[config.mk]
export PLATFORM = sky130hd
export DESIGN_NAME = shift_engine
export DESIGN_NICKNAME = d
export VERILOG_FILES = /design/src/rtl/shift_engine.sv
export SDC_FILE = /design/constraint.sdc
export NUM_CORES = 1
export LEC_CHECK = 0
export CORE_UTILIZATION = 50
export CTS_BUF_LIST = sky130_fd_sc_hd__clkbuf_16
export CTS_CLUSTER_DIAMETER = 150
export DETAILED_ROUTE_END_ITERATION = 10
export HOLD_SLACK_MARGIN = 0.12
export PLACE_DENSITY_LB_ADDON = 0.1
export SETUP_SLACK_MARGIN = 0.5
export SLEW_MARGIN = 5
export SYNTH_ARGS = -nofsm -noshare
export SYNTH_HDL_FRONTEND = slang
export SYNTH_SLANG_ARGS = --single-unit
[constraint.sdc]
create_clock -name clk -period 3 [get_ports clk]
set_input_delay 0.45 -clock clk [delete_from_list [all_inputs] [get_ports clk]]
set_output_delay 0.45 -clock clk [all_outputs]
set_load 0.01 [all_outputs]
[src/rtl/shift_engine.sv]
// rtl/shift_engine.sv - multi-cycle LSL/LSR/ASR/ROL/ROR shift engine, falling-edge clocked
// Optional carry_out port enabled by SHIFT_ENGINE_CARRY_EN.
module shift_engine #(
    parameter int WIDTH = 16,
    parameter int SHW   = 5
) (
    input  logic             clk,
    input  logic             clr_n,
    input  logic             load,
    input  logic [WIDTH-1:0] data_in,
    input  logic             start,
    input  logic [2:0]       mode,
    input  logic [SHW-1:0]   amount,
    input  logic             serial_in,
    output logic [WIDTH-1:0] data_out,
    output logic             busy,
`ifdef SHIFT_ENGINE_CARRY_EN
    output logic             carry_out,
`endif
    output logic             done
);

    typedef enum logic {
        ST_IDLE  = 1'b0,
        ST_SHIFT = 1'b1
    } state_t;

    typedef enum logic [2:0] {
        OP_LSL = 3'd0,
        OP_LSR = 3'd1,
        OP_ASR = 3'd2,
        OP_ROL = 3'd3,
        OP_ROR = 3'd4
    } op_t;

    localparam logic [SHW-1:0] CNT_ONE  = {{(SHW-1){1'b0}}, 1'b1};
    localparam logic [SHW-1:0] CNT_ZERO = '0;

    state_t           r_state;
    logic [2:0]       r_mode;
    logic [SHW-1:0]   r_cnt;
    logic [WIDTH-1:0] r_data;
    logic             r_busy;
    logic             r_done;

    logic [WIDTH-1:0] w_step;
    logic             w_out_bit;
    logic             w_valid_op;

    assign w_valid_op = (amount != CNT_ZERO) && (mode <= 3'd4);

    // Single-bit step of the captured operation; w_out_bit is the bit pushed out.
    always_comb begin
        w_step    = r_data;
        w_out_bit = 1'b0;
        case (r_mode)
            OP_LSL: begin
                w_step    = {r_data[WIDTH-2:0], serial_in};
                w_out_bit = r_data[WIDTH-1];
            end
            OP_LSR: begin
                w_step    = {serial_in, r_data[WIDTH-1:1]};
                w_out_bit = r_data[0];
            end
            OP_ASR: begin
                w_step    = {r_data[WIDTH-1], r_data[WIDTH-1:1]};
                w_out_bit = r_data[0];
            end
            OP_ROL: begin
                w_step    = {r_data[WIDTH-2:0], r_data[WIDTH-1]};
                w_out_bit = r_data[WIDTH-1];
            end
            OP_ROR: begin
                w_step    = {r_data[0], r_data[WIDTH-1:1]};
                w_out_bit = r_data[0];
            end
            default: begin
                w_step    = r_data;
                w_out_bit = 1'b0;
            end
        endcase
    end

`ifdef SHIFT_ENGINE_CARRY_EN
    logic r_carry;

    always_ff @(negedge clk or negedge clr_n) begin
        if (!clr_n) begin
            r_carry <= 1'b0;
        end else if (r_state == ST_IDLE) begin
            if (!load && start && w_valid_op)
                r_carry <= 1'b0;
        end else begin
            r_carry <= w_out_bit;
        end
    end

    assign carry_out = r_carry;
`endif

    always_ff @(negedge clk or negedge clr_n) begin
        if (!clr_n) begin
            r_state <= ST_IDLE;
            r_mode  <= 3'd0;
            r_cnt   <= '0;
            r_data  <= '0;
            r_busy  <= 1'b0;
            r_done  <= 1'b0;
        end else begin
            case (r_state)
                ST_IDLE: begin
                    r_done <= 1'b0;
                    if (load) begin
                        r_data <= data_in;
                    end else if (start) begin
                        if (w_valid_op) begin
                            r_mode  <= mode;
                            r_cnt   <= amount;
                            r_busy  <= 1'b1;
                            r_state <= ST_SHIFT;
                        end else begin
                            // Zero-length or reserved op: acknowledge without touching data.
                            r_done <= 1'b1;
                        end
                    end
                end
                ST_SHIFT: begin
                    r_data <= w_step;
                    r_cnt  <= r_cnt - CNT_ONE;
                    if (r_cnt == CNT_ONE) begin
                        r_busy  <= 1'b0;
                        r_done  <= 1'b1;
                        r_state <= ST_IDLE;
                    end
                end
                default: r_state <= ST_IDLE;
            endcase
        end
    end

    assign data_out = r_data;
    assign busy     = r_busy;
    assign done     = r_done;

endmodule

# Word level (Yosys, flattened, before mapping)
# Index checks and enable logic that the tools add are counted.
[classes] n_addsub=1 order_cmp=1 n_eq_ne=13 n_mux=22 bitwise=2 reduce_logical=8
[ops] cell="case mux 16 bit (5 select lines)" count=1
[ops] cell="case mux 16 bit (2 select lines)" count=1
[ops] cell="two-way mux 16 bit" count=1
[ops] cell="two-way mux 5 bit" count=3
[ops] cell="two-way mux 1 bit" count=12
[ops] cell="inequality test 2 bit (second input constant)" count=5
[ops] cell="case mux 5 bit (2 select lines)" count=1
[ops] cell="AND reduction 4 bit" count=2
[ops] cell="== test 3 x 2 -> 1 bit (second input constant)" count=2
[ops] cell="inequality test 6 x 1 -> 1 bit (second input constant)" count=1
[ops] cell="case mux 1 bit (2 select lines)" count=3
[ops] cell="AND reduction 3 bit" count=2
[ops] cell="== test 5 x 1 -> 1 bit (second input constant)" count=1
[ops] cell="inequality test 5 x 1 -> 1 bit (second input constant)" count=1
[ops] cell="nonzero test 5 bit" count=1
[ops] cell="subtractor 5 x 1 -> 5 bit (second input constant)" count=1
[ops] cell="== test 3 x 1 -> 1 bit (second input constant)" count=1
[ops] cell="== test 3 bit (second input constant)" count=1
[ops] cell="less-or-equal comparator 3 bit (second input constant)" count=1
[ops] cell="zero test 3 bit" count=1
[ops] cell="inequality test 2 x 1 -> 1 bit (second input constant)" count=1
[ops] cell="inverter 1 bit" count=2
[ops] cell="AND reduction 2 bit" count=1
[ops] cell="logical AND 1 bit" count=1
[totals] reg_bits=27 input_bits=29 output_inout_bits=18 elab_cells=54

# Depth between registers and ports, before layout
[logic_depth] word_depth=6 depth_mapped=6 mapped_depth_nobuf=5

==> results summary <==
Setup slack on the worst reg-to-reg path comes out at 0.80 ns. The floorplan step defined a core boundary enclosing 3053 sq um. The share of the synthesized area in the top cell type is 42.19%. The count of boundary I/O pins came out at 47. The maximum buffer depth of the clock tree came out at 2.

Setup repair after global routing could not meet its margin everywhere. CTS saw 27 sinks. The capturing element type of the critical path is a register. For this design, the slowest cell found on the critical path is sky130_fd_sc_hd__or4_4. The total of warnings raised by yosys came out at 0. The worst register-to-register path begins at r_state.

The cell count after placement is 267. The placed cell area came out at 2394 sq um. The critical path arrival is 1.68 ns. The number of antenna violations at the first check in global routing is 0. The antenna diode count is 0.

The floorplan die width is 58.60 microns. The tool flagged a number of max-cap violations equal to 0. The largest net degree at the start of global routing came out at 28.

The area of the mapped netlist came out at 1602 sq um. The power after layout came out at 3.017 mW. The number of vias after detailed routing is 1768. Summed over all nets, the half-perimeter wirelength after detailed placement is 3239 microns. In the global route stage, overall resource usage came out at 34.07%. STA classifies the critical path startpoint as an input pin.

The synthesized design spends more area on one cell type than any other, namely sky130_fd_sc_hd__dfrtn_1. The most critical setup path has its endpoint at r_mode[0]. The hold violation count in the final report is 0. Walking the worst path, the cells encountered are buf_6 -> or4_4 -> o21ai_4 -> mux2_4.

After synthesis, the share of flip-flops with an asynchronous set or reset is 100.0%. The post-synthesis to final-layout area growth is 69.84%. The setup skew after layout came out at 0.005514 ns. The total wire length came out at 6161 microns.

The first-pass detailed-route iteration total came out at 4. In the post-synthesis netlist, the biggest area contributors are sky130_fd_sc_hd__dfrtn_1 42%, sky130_fd_sc_hd__mux2i_1 12%, sky130_fd_sc_hd__a21oi_1 5.6%. The cell family contributing the most delay on the critical path is simple AND/OR/NAND/NOR gates. The total overflow reported by the global router is 0.

The delay of the slowest cell on the worst path is 0.57 ns. Routability-driven placement finished with a final weighted congestion of 0.8176. Input and output buffers added on the ports amount to 46. The max-slew violation total from the final report came to 0.

The fraction of final layout cells with drive strength greater than 1 is 52.82%. For the pin with the worst max-slew slack, the measured transition is 0.6366 ns. The TritonCTS clock tree is yes. The largest fanout on the critical path is 4. The via count of the first global-routing pass came out at 1798.

The number of routed nets with antenna violations came out at 0. The required time of the critical path came out at 1.64 ns. Dividing the detail-routed wire length by the instance count gives 21.10 microns. The post-cts hold buffer count came out at 0.

The mean instance size in the synthesized netlist came out at 10.01 sq um. The effective utilization at floorplan came out at 52.46%. Counting flops with a built-in enable in the synthesized netlist gives 0.

Using the TritonRoute via totals, the vias-per-cell ratio works out to 6.055. For the worst flop-to-flop path, the logic depth is 3. The cell depth of the worst setup path is 4. The checks that failed: setup timing.

The number of H-tree levels came out at 1. The first-pass GRT wire length is 8590 microns. By startpoint and endpoint, the worst setup path is classified as input pin to register. The area of the die is 3433 sq um. The first routing iteration left 145 violations.

Setup violations remaining at the end of the flow were counted as 4. The CTS buffer count is 3. The most used flip-flop cell after synthesis is sky130_fd_sc_hd__dfrtn_1. The flow ran to the end, but the final reports show violations. In this run the worst hold path is classified as register to register. The layout net count is 280. The clock-pin slew of the registers on the worst-case setup and hold paths came out at 0.05 ns. The worst-case setup margin in the final layout came out at -0.03807 ns. The total of flip-flops plus latches after synthesis came out at 27. The number of rows created at floorplan came out at 20. The final standard cell area without fillers came out at 2720 sq um. The die outline height is 58.60 microns.

The leakage power figure came out at 1.279 nW. The total nets after synthesis is 191. The number of distinct library cells after synthesis came out at 41. Power spread over the standard cell area amounts to 1109 nW/um^2. The worst setup path startpoint is amount[1]. The worst vdd rail ir drop is 0.6032 mV. The endpoint identified for the worst register-to-register timing path is r_cnt[3]. Of the synthesized area, sequential elements account for 42.19%. Measured against its own limit, the worst slew margin works out to 57.40%. At the later pin of the worst-skew pair, clock insertion delay measures 0.29 ns.

The residual DRC count came out at 0. The post-synthesis instance total came out at 160. The root buffer cell is sky130_fd_sc_hd__clkbuf_16.

The number of buffer and inverter instances along the worst setup path is 1. Excluding fillers, the count of instances in the completed layout stands at 292.
-- cells in the final DEF (no fill, tap or decap), drive strengths merged, types with 2 or more instances in the layout --
master | synthesis | routed
a31oi | 3 | 3
dfrtn | 27 | 27
o2bb2ai | 2 | 2
mux2 | 3 | 3
nor2 | 6 | 6
and3 | 14 | 14
mux2i | 20 | 20
buf | 6 | 71
a31o | 2 | 2
dlygate4sd2 | 0 | 15
inv | 3 | 4
nand2 | 6 | 6
clkbuf | 4 | 7
nand3b | 3 | 3
ha | 2 | 2
o21ai | 22 | 22
a21oi | 18 | 18
xor2 | 2 | 2
clkdlybuf4s50 | 0 | 3
or4 | 2 | 2
o21bai | 2 | 2
-- worst reg2reg max path: cells and delay by family (launching register included) --
kind,cells,cell delay (ns)
AND/OR/NAND/NOR,1,0.63
flip-flops,1,0.77
buffers and inverters,1,0.38
AO/OA/AOI/OAI,1,0.28
-- sequential cells by signal (all words and copies together), names as in the netlist --
name	flops
r_mode	3
data_out	16
r_cnt	5
done	1
r_state	1
busy	1
-- through the flow --
stage | hold slack [ns] | TNS (ns) | worst slack [ns] | util (%)
after global routing | 0.5117 | -0.1077 | -0.03449 | 89.10
after floorplan | 0.4134 | -0.6259 | -0.1898 | -
after detailed placement | 0.4682 | -10.29 | -0.7167 | 78.40
after CTS | 0.4817 | -0.08443 | -0.03576 | 85.00
after global placement | 0.4422 | -9.157 | -0.6360 | 78.40
final | 0.4835 | -0.1096 | -0.03807 | 89.10
-- power breakdown --
part	total (mW)	switching (mW)	internal (mW)
registers	0.779	0.217	0.562
logic	1.92	0.975	0.948
clock network	0.315	0.136	0.179
-- layout make-up --
cell class              instances  area (sq um)
multi-input cells             120          1091
clock inverters                 1         3.754
inverters                       3         11.26
well taps                      44         55.05
clock buffers                   3         75.07
repair buffers                 94         808.3
fillers                       152         332.8
flip-flops and latches         27         675.6
-- cell usage after synthesis (2+ instances only) --
library cell	count
sky130_fd_sc_hd__a31oi_1	3
sky130_fd_sc_hd__dfrtn_1	27
sky130_fd_sc_hd__a21oi_1	18
sky130_fd_sc_hd__a31o_2	2
sky130_fd_sc_hd__nand3b_1	3
sky130_fd_sc_hd__buf_6	3
sky130_fd_sc_hd__clkbuf_1	4
sky130_fd_sc_hd__o2bb2ai_1	2
sky130_fd_sc_hd__o21ai_0	9
sky130_fd_sc_hd__nor2_1	5
sky130_fd_sc_hd__mux2_2	3
sky130_fd_sc_hd__xor2_1	2
sky130_fd_sc_hd__buf_2	2
sky130_fd_sc_hd__nand2_1	6
sky130_fd_sc_hd__and3_1	14
sky130_fd_sc_hd__ha_1	2
sky130_fd_sc_hd__mux2i_1	19
sky130_fd_sc_hd__o21bai_1	2
sky130_fd_sc_hd__inv_1	2
sky130_fd_sc_hd__o21ai_4	2
sky130_fd_sc_hd__o21ai_1	10
-- layer usage --
layer	vias to the layer above	share of wire [%]	track usage, %
li1	769	-	-
met1	864	38	40.59
met2	109	51	60.26
met3	26	7.8	5.275
met4	0	3.4	15.99
met5	-	0	0
-- cell families after synthesis --
family / Yosys count / share of synthesized area, %
xor gates and xnor gates: 2 / 1.094
DFF: 27 / 42.19
buffers and inverters: 13 / 4.843
AOI/OAI and AO/OA: 55 / 21.41
adders and majority gates: 2 / 1.562
and+or+nand+nor: 38 / 14.06
muxes: 23 / 14.84
-- timing repair --
item	in CTS	in global routing
gates cloned	2	0
endpoints found under the setup margin	45	45
endpoints found under the hold margin	0	0
resized for setup	145	31
setup buffers	11	8
pin swaps	33	14
-- worst min path at each step --
stage / start / depth (start not counted) / to
6_report: busy / 1 / busy
5_1_grt: busy / 1 / busy
4_1_cts: r_cnt[0] / 1 / r_cnt[0]
3_5_place_dp: r_cnt[0] / 1 / r_cnt[0]
3_3_place_gp: r_cnt[0] / 1 / r_cnt[0]
2_1_floorplan: r_cnt[0] / 1 / r_cnt[0]
Note: power is estimated with default switching activity, not from simulation.
